--- config.mk ---
export PLATFORM = sky130hd
export DESIGN_NAME = moving_sum_w21
export DESIGN_NICKNAME = d
export VERILOG_FILES = /design/src/rtl/movsum_pkg.sv /design/src/rtl/sat_s37_to_s32.sv /design/src/rtl/moving_sum_w21.sv
export SDC_FILE = /design/constraint.sdc
export NUM_CORES = 1
export LEC_CHECK = 0
export ABC_AREA = 1
export BUFFER_PORTS_ARGS = -buffer_cell sky130_fd_sc_hd__buf_2
export CAP_MARGIN = 20
export CORE_ASPECT_RATIO = 0.9
export CORE_UTILIZATION = 65
export CTS_CLUSTER_SIZE = 28
export DETAILED_ROUTE_END_ITERATION = 10
export PLACE_DENSITY = 0.89
export SLEW_MARGIN = 20
export SYNTH_ARGS = -nofsm -noshare
export SYNTH_HDL_FRONTEND = slang
export SYNTH_SLANG_ARGS = --single-unit
--- constraint.sdc ---
create_clock -name clk -period 4.9 [get_ports clk]
set_input_delay 0 -clock clk [delete_from_list [all_inputs] [get_ports clk]]
set_output_delay 0 -clock clk [all_outputs]
set_load 0.03 [all_outputs]
--- src/rtl/movsum_pkg.sv ---
// Shared constants, state encoding and sign-extension helper
// for the 21-sample moving-sum block.
package movsum_pkg;

  localparam int WIN   = 21;
  localparam int W_IN  = 32;
  localparam int W_ACC = 37;
  localparam int W_CNT = 5;

  localparam logic [W_CNT-1:0] CNT_FULL = W_CNT'(WIN);
  localparam logic [W_CNT-1:0] CNT_LAST = W_CNT'(WIN - 1);

  localparam logic [W_IN-1:0] SAT_MAX = 32'h7FFF_FFFF;
  localparam logic [W_IN-1:0] SAT_MIN = 32'h8000_0000;

  typedef enum logic {
    FILL = 1'b0,
    FULL = 1'b1
  } state_t;

  function automatic logic [W_ACC-1:0] sext(
    input logic [W_IN-1:0] x
  );
    return {{(W_ACC-W_IN){x[W_IN-1]}}, x};
  endfunction

endpackage

--- src/rtl/sat_s37_to_s32.sv ---
// Signed 37-to-32 bit range check; clamps when MOVSUM_SAT_EN
// is defined, otherwise truncates (wraps).
module sat_s37_to_s32
  import movsum_pkg::*;
(
  input  logic [W_ACC-1:0] a,
  output logic [W_IN-1:0]  y,
  output logic             ovf
);

  // In range iff every bit above bit 31 copies bit 31.
  logic [W_ACC-W_IN:0] hi;

  assign hi  = a[W_ACC-1:W_IN-1];
  assign ovf = (hi != {(W_ACC-W_IN+1){a[W_IN-1]}});

`ifdef MOVSUM_SAT_EN
  assign y = !ovf      ? a[W_IN-1:0] :
             a[W_ACC-1] ? SAT_MIN    :
                          SAT_MAX;
`else
  assign y = a[W_IN-1:0];
`endif

endmodule

--- src/rtl/moving_sum_w21.sv ---
// Running sum of the last 21 signed samples with warm-up,
// clear and overflow flag; define MOVSUM_SAT_EN to clamp out.
module moving_sum_w21
  import movsum_pkg::*;
(
  input  logic            clk,
  input  logic            GlobalReset,
  input  logic [W_IN-1:0] in,
  input  logic [W_IN-1:0] in_d21,
  input  logic            clear,
  output logic [W_IN-1:0] out,
  output logic            out_valid,
  output logic            ovf
);

  state_t             state;
  state_t             state_nx;
  logic [W_ACC-1:0]   acc;
  logic [W_ACC-1:0]   acc_nx;
  logic [W_CNT-1:0]   cnt;
  logic [W_CNT-1:0]   cnt_nx;
  logic [W_IN-1:0]    sat_y;
  logic               sat_ovf;

  always_ff @(posedge clk or posedge GlobalReset) begin
    if (GlobalReset) begin
      state <= FILL;
    end else begin
      state <= state_nx;
    end
  end

  always_comb begin
    state_nx = state;
    unique case (1'b1)
      clear: state_nx = FILL;
      (!clear && state == FILL && cnt == CNT_LAST):
        state_nx = FULL;
      default: ;
    endcase
  end

  // During fill, in_d21 still carries pre-clear data.
  always_comb begin
    acc_nx = acc;
    cnt_nx = cnt;
    if (clear) begin
      acc_nx = '0;
      cnt_nx = '0;
    end else begin
      unique case (state)
        FILL: begin
          acc_nx = acc + sext(in);
          cnt_nx = cnt + 1'b1;
        end
        FULL: begin
          acc_nx = acc + sext(in) - sext(in_d21);
        end
        default: ;
      endcase
    end
  end

  sat_s37_to_s32 u_sat (
    .a   (acc_nx),
    .y   (sat_y),
    .ovf (sat_ovf)
  );

  always_ff @(posedge clk or posedge GlobalReset) begin
    if (GlobalReset) begin
      acc       <= '0;
      cnt       <= '0;
      out       <= '0;
      out_valid <= 1'b0;
      ovf       <= 1'b0;
    end else begin
      acc       <= acc_nx;
      cnt       <= cnt_nx;
      out       <= sat_y;
      out_valid <= (cnt_nx == CNT_FULL);
      ovf       <= sat_ovf;
    end
  end

endmodule

Word level (Yosys, flattened, before mapping):

Cells that the tools add are included.

* $add $sub $neg: 3
* eq/ne operators: 3
* muxes and demuxes: 5
* bitwise logic cells: 1
* reduce and logical (&&, ||, !) cells: 4

Operators by type and width (number)
* 37-bit one-hot mux with 2 select lines: 1
* 37-bit adder: 1
* 37-bit two-way mux: 1
* 37-bit subtractor: 1
* 5-bit equality test, second input constant: 2
* 5-bit two-way mux: 2
* 5-bit by 1-bit adder with 5-bit output, second input constant: 1
* 5-bit inequality test: 1
* 1-bit logical AND: 2
* 1-bit one-hot mux with 2 select lines: 1
* 2-bit nonzero test: 1
* 1-bit zero test: 1
* 1-bit inverter: 1

* register bits after elaboration: 77

Depth between registers and ports, before layout:

Gate-level depths: netlist (run 1).

* word-level depth: 5
* gate-level depth with buffers: 32
* mapped depth without buffers: 32

By module:

A second synthesis (run 1) with hierarchy kept.

* cell total of the unflattened synthesis: 1204
* area total of the unflattened synthesis: 7791.2 µm²

Modules (own cells, without submodules)
* moving_sum_w21: times used 1, cells an instance 1160, area each 7499.7 µm², seq. area each 1926.8 µm²
* sat_s37_to_s32: times used 1, cells an instance 44, area each 291.5 µm², seq. area each 0.0 µm²

Worst setup path before layout (run 1):

No wires, ideal clock.

* kind: register to register
* start: register acc[0]
* end: register ovf
* setup time: 116 ps
* arrival: 3234 ps
* required time: 4784 ps
* path slack: 1549 ps
* stages on the path, launching flop included: 30
* buffers on the path: 0
* clock period less this slack: 3351 ps
* path through: dfrtp_1 > ha_1 > inv_1 > fa_1 > inv_1 > nand3_1 > nand2_4 > nand2_1 > nand2_1 > nand2_1 > nand2_2 > inv_2 > o21bai_4 > nand3_2 > nand2_2 > xor2_2 > ha_1 > nand2_1 > nor2_1 > inv_1 > nor3_1 > nand2_1 > nand2_1 > nand2_1 > nand3_1 > nand3_1 > nor2_1 > nand3_1 > nand2_1 > nand2_1

* longest elaborated chain between the ends: 5

RTL lines
* start, declared: RTL line moving_sum_w21.sv:18 `logic [W_ACC-1:0] acc;`
* start signal, assigned: RTL line moving_sum_w21.sv:78 `acc <= acc_nx;`
* 37-bit adder *: RTL line moving_sum_w21.sv:53, moving_sum_w21.sv:57
* 37-bit subtractor: RTL line moving_sum_w21.sv:57 `acc_nx = acc + sext(in) - sext(in_d21);`
* 37-bit one-hot mux with 2 select lines *: RTL line moving_sum_w21.sv:51 `unique case (state)`
* 37-bit two-way mux *: RTL line moving_sum_w21.sv:47 `if (clear) begin`
* 5-bit inequality test *: RTL line sat_s37_to_s32.sv:15 `assign ovf = (hi != {(W_ACC-W_IN+1){a[W_IN-1]}});`
* net sat_ovf: RTL line moving_sum_w21.sv:23 `logic sat_ovf;`
* end signal, assigned: RTL line moving_sum_w21.sv:82 `ovf <= sat_ovf;`
* end, declared: RTL line moving_sum_w21.sv:13 `output logic ovf`

Mark *: on every way through the listed nets, which the timed path passes. The rest lies on a longest branch.
A chain may end at the register's enable or synchronous reset.

Worst setup path after layout (run 1):

Ends and elaborated chain as after synthesis.

==> results.yml, run 1 <==
sta:
  tightest_slew_ns: 0.973
  fin_skew_ns: 0.00854
  finalHoldViolCount: 0
  slew_violations: 0
  finalWorstPathRequiredPeriod_ns: 4.06
  max_freq_mhz: 246
  setup_violations: 0
  max_slew_margin_pct: 35.0
  setup_ws_ns: 0.839
  rsz0062_at_grt: "false"
  timing.setup.tns_ns: 0
  finalCritPeriodShare_pct: 82.9
critical_path:
  critPathTopFamily: "simple AND/OR/NAND/NOR gates"
  critPathArrivalTime_ns: 4.24
  crit_slowest_cell: "fa_1"
  crit_buf_inv: 4
  max_stage_delay_ns: 0.41
  start_kind: "flop"
  crit_path_end_kind: "flop"
  cpMostUsedCell: "nand2_1"
  crit_fanout: 4
  crit_required_ns: 5.08
  path_class: "reg2reg"
global_routing:
  grtUsageMet1_pct: 57.9
  antenna_found_initial: 1
  met3_usage_pct: 6.37
  track_usage_pct: 38.7
  grt_most_used_layer: "met2"
  grt_overflow: 0
  use_met2_pct: 58.0
  grt_pass1_vias: 7054
  grt_pass1_wl_mm: 34.0
  grt_start_max_net_pins: 57
routing:
  dr.first_iter.drc_count: 881
  first_pass_iters: 8
  ant_nets: 0
  drt-total-wl_mm: 21.5
  wire_per_inst_um: 15.6
  via_per_inst: 5.66
  route.detailed.drc: 8
  vias: 7825
run_status:
  status: "finished with violations"
  violations: "DRC"
layout:
  areaGrowthSynthToFinish_pct: 8.30
  fill_cells: 899
  multi_input_area_um2: 4850
  final_nets: 1395
  ff_latch_area_um2: 1130
  final_layout_size_suffix_gt1_share_pct: 12.5
  final_common_cell: "nand2_1"
  layout_common_cells: "nand2_1 (345), inv_1 (204), nor2_1 (107), a21oi_1 (103), buf_2 (100)"
  n_antenna_cell: 0
clock_tree:
  cts_buffers: 5
  htreeDepth: 2
  clk_latency_ns: 0.29
  cts.clk_slew.worst_paths_ns: 0.07
  clk_path_buf_depth: 2
  cts.sinks: 45
  clockRootBuffer: "clkbuf_16"
  cts_tree: "built"
synthesis:
  avgSynthCellArea_um2: 5.94
  ys_seq_elements: 45
  syn_nets: 1330
  yosysWarnings: 0
  syn_inst: 1187
  ys_types: 42
  syn_area_um2: 7050
  synth-seq-area-share_pct: 16.0
floorplanning:
  core-area_um2: 10400
  die_h_um: 101
  rows: 35
  die_w_um: 112
  fp.dieArea_um2: 11300
  io_pins: 101
  initial_core_util_pct: 67.9
placed_design:
  detailedPlace.worstSlack_ns: 0.963
  place_congestion: 1.01
  hpwl_mm: 17.8
  port_buffers: 100
flow_run:
  maxCapViolations: 0
worst_hold_path:
  hp-class: "in2reg"
## stage by stage
| step | cells | instance area (um2) | utilization (%) | hold slack [ns] |
|---|---|---|---|---|
| after floorplan | 1187 | 7050 | - | 0.208 |
| after global placement | 1373 | 7430 | 71.6 | 0.265 |
| after detailed placement | 1373 | 7430 | 71.6 | 0.262 |
| after CTS | 1382 | 7640 | 73.6 | 0.0128 |
| after global routing | 1382 | 7640 | 73.6 | 0.0417 |
| final | 1382 | 7640 | 73.6 | 0.0150 |
## cell usage after synthesis (all sizes together)
library cell	instances	area share [%]
o21bai	15	1.8
dfrtp	45	16
o21ai	54	3.9
a21oi	106	7.7
ha	74	13
fa	2	0.57
nor3	19	1.3
clkbuf	10	0.53
nand4	7	0.62
a21o	3	0.32
a31oi	4	0.35
nor3b	1	0.11
a221oi	2	0.25
nor2	118	6.7
a21boi	1	0.11
xor2	28	3.6
buf	34	3.5
nand3b	1	0.11
xnor2	17	2.1
a31o	2	0.25
a211oi	4	0.43
nor4	3	0.27
inv	209	11
and3	1	0.089
clkinv	1	0.053
nand3	59	4.7
nand2	359	20
and2	4	0.35
or2	4	0.35
## routing by layer
| layer | vias to the layer above | wire [um] |
|---|---|---|
| met1 | 3517 | 9980 |
| met5 | - | 0 |
| li1 | 3853 | - |
| met3 | 37 | 2470 |
| met4 | 0 | 350 |
| met2 | 418 | 8700 |
## cells by family (layout without fill, tap and decap cells)
kind of cell / after synthesis / after routing / share of synthesized area, %
and+or+nand+nor: 576 / 576 / 34.4
buffers and inverters: 254 / 320 / 15.3
AOI/OAI and AO/OA: 191 / 191 / 15.0
adders and majority gates: 76 / 76 / 13.7
xor gates and xnor gates: 45 / 45 / 5.70
DFF: 45 / 45 / 16.0
## cell type report
| type | count | area share, % |
|---|---|---|
| multi-input combinational | 888 | 63.5 |
| sequential | 45 | 14.7 |
| inverter | 210 | 10.3 |
| timing repair buffer | 102 | 6.78 |
| tap | 129 | 2.11 |
| clock buffer | 5 | 1.64 |
| clock inverter | 3 | 0.901 |
## worst paths after layout
kind	slack [ns]	endpoint	from	cells after the start
hold / removal	0.01	acc[0]$_DFF_PP0_	in_d21[0]	3
hold reg to reg	0.57	cnt[4]$_DFF_PP0_	cnt[4]$_DFF_PP0_	2
min in group asynchronous	0.49	acc[5]$_DFF_PP0_	GlobalReset	3
setup reg to reg	0.84	ovf$_DFF_PP0_	acc[0]$_DFF_PP0_	29
setup / recovery	0.84	ovf$_DFF_PP0_	acc[0]$_DFF_PP0_	29
max in group asynchronous	3.80	acc[31]$_DFF_PP0_	GlobalReset	3
## sequential cells by signal, summed over array words and instances, names as in the netlist
name and flops:
acc 37, cnt 5, out_valid 1, ovf 1
state 1
## tightest hold or removal path, delay by kind of cell
kind	cells	cell delay, ns
buffers and inverters	1	0.08
adders and majority gates	1	0.12
AOI/OAI and AO/OA	1	0.06
## what timing repair did
action,CTS,global route
buffers inserted,0,0
resized for setup,0,0
endpoints found under the hold margin,45,0
hold buffers,1,0
Power of run 1 is left out: the tool's default activity adds up to more than one toggle a clock period on the data nets, which glitch-free logic cannot reach.
==> run 2: changes to the inputs <==
Settings changed: CORE_UTILIZATION 65 to 60, PLACE_DENSITY 0.89 to 0.83.
Clock period 4.9 ns to 4.12 ns, I/O delays scaled along.
==> results.yml, run 2 (same netlist as run 1, synthesis figures left out) <==
clock_tree:
  cts_buffers: 5
  htreeDepth: 2
  cts.sinks: 45
  clockRootBuffer: "clkbuf_16"
  clk_path_buf_depth: 2
  cts_tree: "built"
  cts.clk_slew.worst_paths_ns: 0.07
  clk_latency_ns: 0.30
critical_path:
  critPathArrivalTime_ns: 4.12
  crit_path_end_kind: "flop"
  crit_fanout: 5
  r2r-start: "acc[5]$_DFF_PP0_"
  crit_required_ns: 4.31
  path_class: "reg2reg"
  start_kind: "flop"
  r2r_end: "ovf$_DFF_PP0_"
  reg2reg_slack_ns: 0.19
  rr_worst_depth: 23
floorplanning:
  io_pins: 101
  die_h_um: 105
  initial_core_util_pct: 61.7
  core-area_um2: 11400
  fp.dieArea_um2: 12200
  die_w_um: 116
  rows: 37
layout:
  reg_top3: "acc: 37 flops, cnt: 5 flops"
  n_antenna_cell: 0
  largest_register_ffs: 37
  final_common_cell: "nand2_1"
  layout_common_cells: "nand2_1 (341), inv_1 (203), nor2_1 (103), buf_2 (100), a21oi_1 (99)"
  final_nets: 1400
  regMostFlops: "acc"
  areaGrowthSynthToFinish_pct: 11.5
  final_layout_size_suffix_gt1_share_pct: 14.9
  postLayoutCellArea_um2: 7860
sta:
  slew_violations: 0
  setup_violations: 0
  finalCritPeriodShare_pct: 95.4
  finalWorstPathRequiredPeriod_ns: 3.93
  finalHoldViolCount: 0
  tightest_slew_ns: 0.962
  max_slew_margin_pct: 35.8
  fin_skew_ns: 0.00895
  max_freq_mhz: 255
placed_design:
  hpwl_mm: 17.5
  port_buffers: 100
  place_area_um2: 7470
  place_congestion: 1.01
global_routing:
  grt_overflow: 0
  grt_start_max_net_pins: 56
  grt_pass1_vias: 7240
  track_usage_pct: 36.6
  grt_pass1_wl_mm: 34.6
  antenna_found_initial: 0
routing:
  via_per_inst: 5.54
  wire_per_inst_um: 15.3
  ant_nets: 0
  route.detailed.drc: 0
  first_pass_iters: 5
  dr.first_iter.drc_count: 1020
  vias: 7840
  drt-total-wl_mm: 21.7
run_status:
  status: "finished, final reports clean"
flow_run:
  maxCapViolations: 0
worst_hold_path:
  hp-class: "in2reg"
  hold_path.startpoint: "in_d21[0]"
  whs_path_depth: 3
  min_to: "acc[0]$_DFF_PP0_"
run 2: cell count changes in the layout (fill, tap and decap cells not counted), sizes merged:
cell | previous run | this run
buf | 101 | 106
run 2: metrics by stage:
step / setup WS [ns] / utilization [%] / TNS (ns) / std cells / hold WS, ns
after floorplan: 0.769 / - / 0 / 1187 / 0.208
after CTS: 0.106 / 67.1 / 0 / 1409 / 0.00219
final: 0.191 / 68.8 / 0 / 1414 / 0.00379
after global routing: -0.0505 / 68.8 / -0.0505 / 1414 / 0.0108
after detailed placement: 0.178 / 65.3 / 0 / 1400 / 0.267
after global placement: 0.230 / 65.3 / 0 / 1400 / 0.265
run 2: layer usage:
layer	track usage (%)	vias up	share of wire, %
met5	0	-	0
met4	9.89	0	3.0
met2	54.4	402	42
met3	6.44	60	9.8
li1	-	3864	-
met1	53.7	3514	46
run 2: worst max-delay path by stage:
stage	startpoint	end	slack, ns	cells past startpoint
after floorplan	acc[0]$_DFF_PP0_	ovf$_DFF_PP0_	0.77	29
after global placement	acc[0]$_DFF_PP0_	ovf$_DFF_PP0_	0.23	29
after detailed placement	acc[0]$_DFF_PP0_	ovf$_DFF_PP0_	0.18	29
after CTS	acc[0]$_DFF_PP0_	ovf$_DFF_PP0_	0.11	29
after global routing	acc[5]$_DFF_PP0_	ovf$_DFF_PP0_	-0.05	25
final	acc[5]$_DFF_PP0_	ovf$_DFF_PP0_	0.19	23
run 2: cell type report:
| class | count | area [um2] |
|---|---|---|
| flip-flops and latches | 45 | 1130 |
| fillers | 1046 | 3570 |
| clock inverters | 3 | 68.8 |
| clock buffers | 5 | 125 |
| repair buffers | 107 | 556 |
| inverters | 210 | 788 |
| multi-input cells | 888 | 5000 |
| well taps | 156 | 195 |
run 2: repair_timing:
item	4_1_cts	5_1_grt
resized for setup	0	31
endpoints found under the hold margin	45	0
setup endpoints to repair	0	4
hold buffers	1	0
buffers inserted	0	5
run 2: critical path: stages (launching register included):
cell     delay (ns)
dfrtp_1        0.42
ha_1           0.40
nand2_1        0.16
inv_1          0.09
nand2_1        0.06
nand2_1        0.11
nand2_1        0.07
nand3_2        0.10
a21o_1         0.21
a21oi_1        0.10
xnor2_1        0.36
ha_1           0.36
nand2_1        0.14
inv_1          0.05
a21oi_1        0.19
nand2_1        0.12
a21oi_2        0.17
nand3_1        0.09
nand3_1        0.14
nand3_2        0.14
nor2_1         0.15
nand3_1        0.08
nand2_1        0.06
nand2_1        0.04
Power of run 2 is left out for the same reason.
==> run 3: changes to the inputs <==
Settings changed: CAP_MARGIN 20 to 25, CORE_UTILIZATION 60 to 61, PLACE_DENSITY 0.83 to 0.84, RECOVER_POWER set to 25, SYNTH_HIERARCHICAL set to 1.
==> results.yml, run 3 <==
layout:
  final_nets: 1431
  fill_cells: 1105
  areaGrowthSynthToFinish_pct: 12.5
  layout_common_cells: "nand2_1 (311), nor2_1 (153), inv_1 (144), a21oi_1 (102), dfrtp_1 (77)"
  postLayoutCellArea_um2: 8770
  final_layout_size_suffix_gt1_share_pct: 14.2
  regMostFlops: "acc"
  reg_top3: "acc: 37 flops, out: 32 flops, cnt: 5 flops"
  final_common_cell: "nand2_1"
  multi_input_area_um2: 5220
  n_antenna_cell: 0
  fin_cells: 1452
  largest_register_ffs: 37
  ff_latch_area_um2: 1930
critical_path:
  start_kind: "flop"
  crit_path_end_kind: "flop"
  crit_required_ns: 4.37
  max_stage_delay_ns: 0.43
  cpMostUsedCell: "nand2_1"
  path_class: "reg2reg"
  worstPathCellList: "ha_1 > a21oi_1 > o21ai_0 > a21oi_1 > nand3_2 > nand2_1 > nand2_1 > nand2_1 > nand2_1 > ha_1 > nand2_1 > nor2_1 > inv_1 > nor2_1 > nand3_1 > nand3_1 > nand2_1 > nor2_1 > nor2_2 > nor2_1 > nand3_2 > nand2_1 > inv_1"
  critPathArrivalTime_ns: 4.23
  crit_slowest_cell: "ha_1"
  crit_fanout: 5
synthesis:
  synth_compound_area_share_pct: 16.1
  synth-seq-area-share_pct: 24.7
  yosys.area_share.simple_pct: 32.5
  syn_nets: 1347
  synth-xor-area-share_pct: 3.45
  synth_area_leaders: "dfrtp_1 (25%), nand2_1 (15%), ha_1 (12%)"
  yosysMostFrequentCell: "nand2_1"
  synth_top_family_by_area: "simple AND/OR/NAND/NOR gates"
  synth_ff_type: "dfrtp_1"
  syn_area_um2: 7790
  yosysWarnings: 6
  synth_fa_ha_area_share_pct: 12.4
  synthTopCellsByCount: "nand2_1 (312), nor2_1 (165), inv_1 (145)"
  muxShareOfSynthArea_pct: 0
  yosys.area.top_type: "dfrtp_1"
  async_flop_share_pct: 100
  netlist.area_leader.share_pct: 24.7
  syn_inst: 1204
  avgSynthCellArea_um2: 6.47
  ys_seq_elements: 77
  ys_types: 39
  synth-edff-count: 0
sta:
  timing.setup.tns_ns: 0
  finalWorstPathRequiredPeriod_ns: 3.98
  slew_violations: 0
  setup_ws_ns: 0.142
  hold_ws_ns: 0.0282
  max_freq_mhz: 251
  finalCritPeriodShare_pct: 96.5
  max_slew_margin_pct: 27.1
  setup_violations: 0
  tightest_slew_ns: 1.09
  finalHoldViolCount: 0
  fin_skew_ns: 0.00926
run_status:
  status: "finished, final reports clean"
routing:
  wire_per_inst_um: 17.4
  dr.first_iter.drc_count: 890
  drt-total-wl_mm: 25.3
  first_pass_iters: 7
  vias: 8517
  ant_nets: 0
  via_per_inst: 5.87
  route.detailed.drc: 0
clock_tree:
  htreeDepth: 3
  clockRootBuffer: "clkbuf_16"
  cts.sinks: 77
  cts.clk_slew.worst_paths_ns: 0.06
  cts_tree: "built"
  cts_buffers: 9
  clk_latency_ns: 0.35
  clk_path_buf_depth: 2
floorplanning:
  fp.dieArea_um2: 13200
  io_pins: 101
  core-area_um2: 12300
  die_w_um: 121
  initial_core_util_pct: 63.5
  rows: 38
  die_h_um: 109
placed_design:
  dp.cells: 1430
  place_congestion: 0.992
  hpwl_mm: 20.5
  detailedPlace.worstSlack_ns: -0.0357
  port_buffers: 100
  place_area_um2: 8270
power_and_ir_drop:
  power.leakage_uw: 0.00461
  ir_worst_vdd_mv: 0.471
  p_per_area_nw_per_um2: 955
global_routing:
  grt_overflow: 0
  grt_pass1_wl_mm: 39.5
  met3_usage_pct: 8.94
  antenna_found_initial: 0
  grtUsageMet1_pct: 57.5
  use_met2_pct: 58.8
  grt_most_used_layer: "met2"
  grt_pass1_vias: 7670
  track_usage_pct: 39.8
  grt_start_max_net_pins: 55
worst_hold_path:
  hp-class: "in2reg"
flow_run:
  maxCapViolations: 0
==> run 3: stage by stage <==
stage	power [uW]	utilization [%]
4_1_cts	7880	69.6
5_1_grt	9040	71.5
3_5_place_dp	7110	67.4
3_3_place_gp	7030	67.4
6_report	8370	71.5
2_1_floorplan	5680	-
==> run 3: per-layer routing <==
metal,wire length (um),up-vias
met1,11200,3891
met3,2930,74
li1,-,4054
met2,10400,498
met5,0,-
met4,757,0
==> run 3: cells by family after synthesis <==
| group | Yosys count |
|---|---|
| and+or+nand+nor | 609 |
| AOI/OAI and AO/OA | 223 |
| buffers and inverters | 190 |
| DFF | 77 |
| adders and majority gates | 76 |
| xor gates and xnor gates | 29 |
==> run 3: final timing paths <==
path	from	endpoint	slack (ns)	cells after the start
min	in_d21[0]	acc[0]$_DFF_PP0_	0.03	3
min in group asynchronous	GlobalReset	acc[7]$_DFF_PP0_	0.39	3
max in group asynchronous	GlobalReset	acc[33]$_DFF_PP0_	2.54	4
max reg2reg	acc[14]$_DFF_PP0_	ovf$_DFF_PP0_	0.14	23
min reg2reg	cnt[4]$_DFF_PP0_	cnt[4]$_DFF_PP0_	0.53	1
max	acc[14]$_DFF_PP0_	ovf$_DFF_PP0_	0.14	23
==> run 3: cell type report <==
| cell class | count | share of cell area (%) |
|---|---|---|
| inverter | 146 | 6.26 |
| clock buffer | 11 | 2.65 |
| tap | 160 | 2.28 |
| clock inverter | 4 | 0.300 |
| multi-input combinational | 937 | 59.6 |
| sequential | 77 | 22.0 |
| timing repair buffer | 117 | 6.95 |
==> run 3: worst max-delay path: cells and delay by family (launching register included) <==
family	cells	cell delay, ns
simple gates	16	1.96
compound gates	3	0.64
fa+ha+maj	2	0.80
flops	1	0.38
buf+inv	2	0.11
==> run 3: timing repair <==
| item | CTS | global route |
|---|---|---|
| endpoints found under the setup margin | 1 | 13 |
| hold buffers | 1 | 0 |
| endpoints found under the hold margin | 23 | 0 |
| pin swaps | 0 | 6 |
| buffers inserted | 0 | 5 |
| resized for setup | 1 | 59 |
==> run 3: where the power goes <==
part | internal [uW] | switching (uW) | total, uW
clock | 404 | 326 | 730
sequential | 1050 | 92.3 | 1140
combinational | 2110 | 4390 | 6500
No activity file was read; power rests on OpenSTA's default activity.
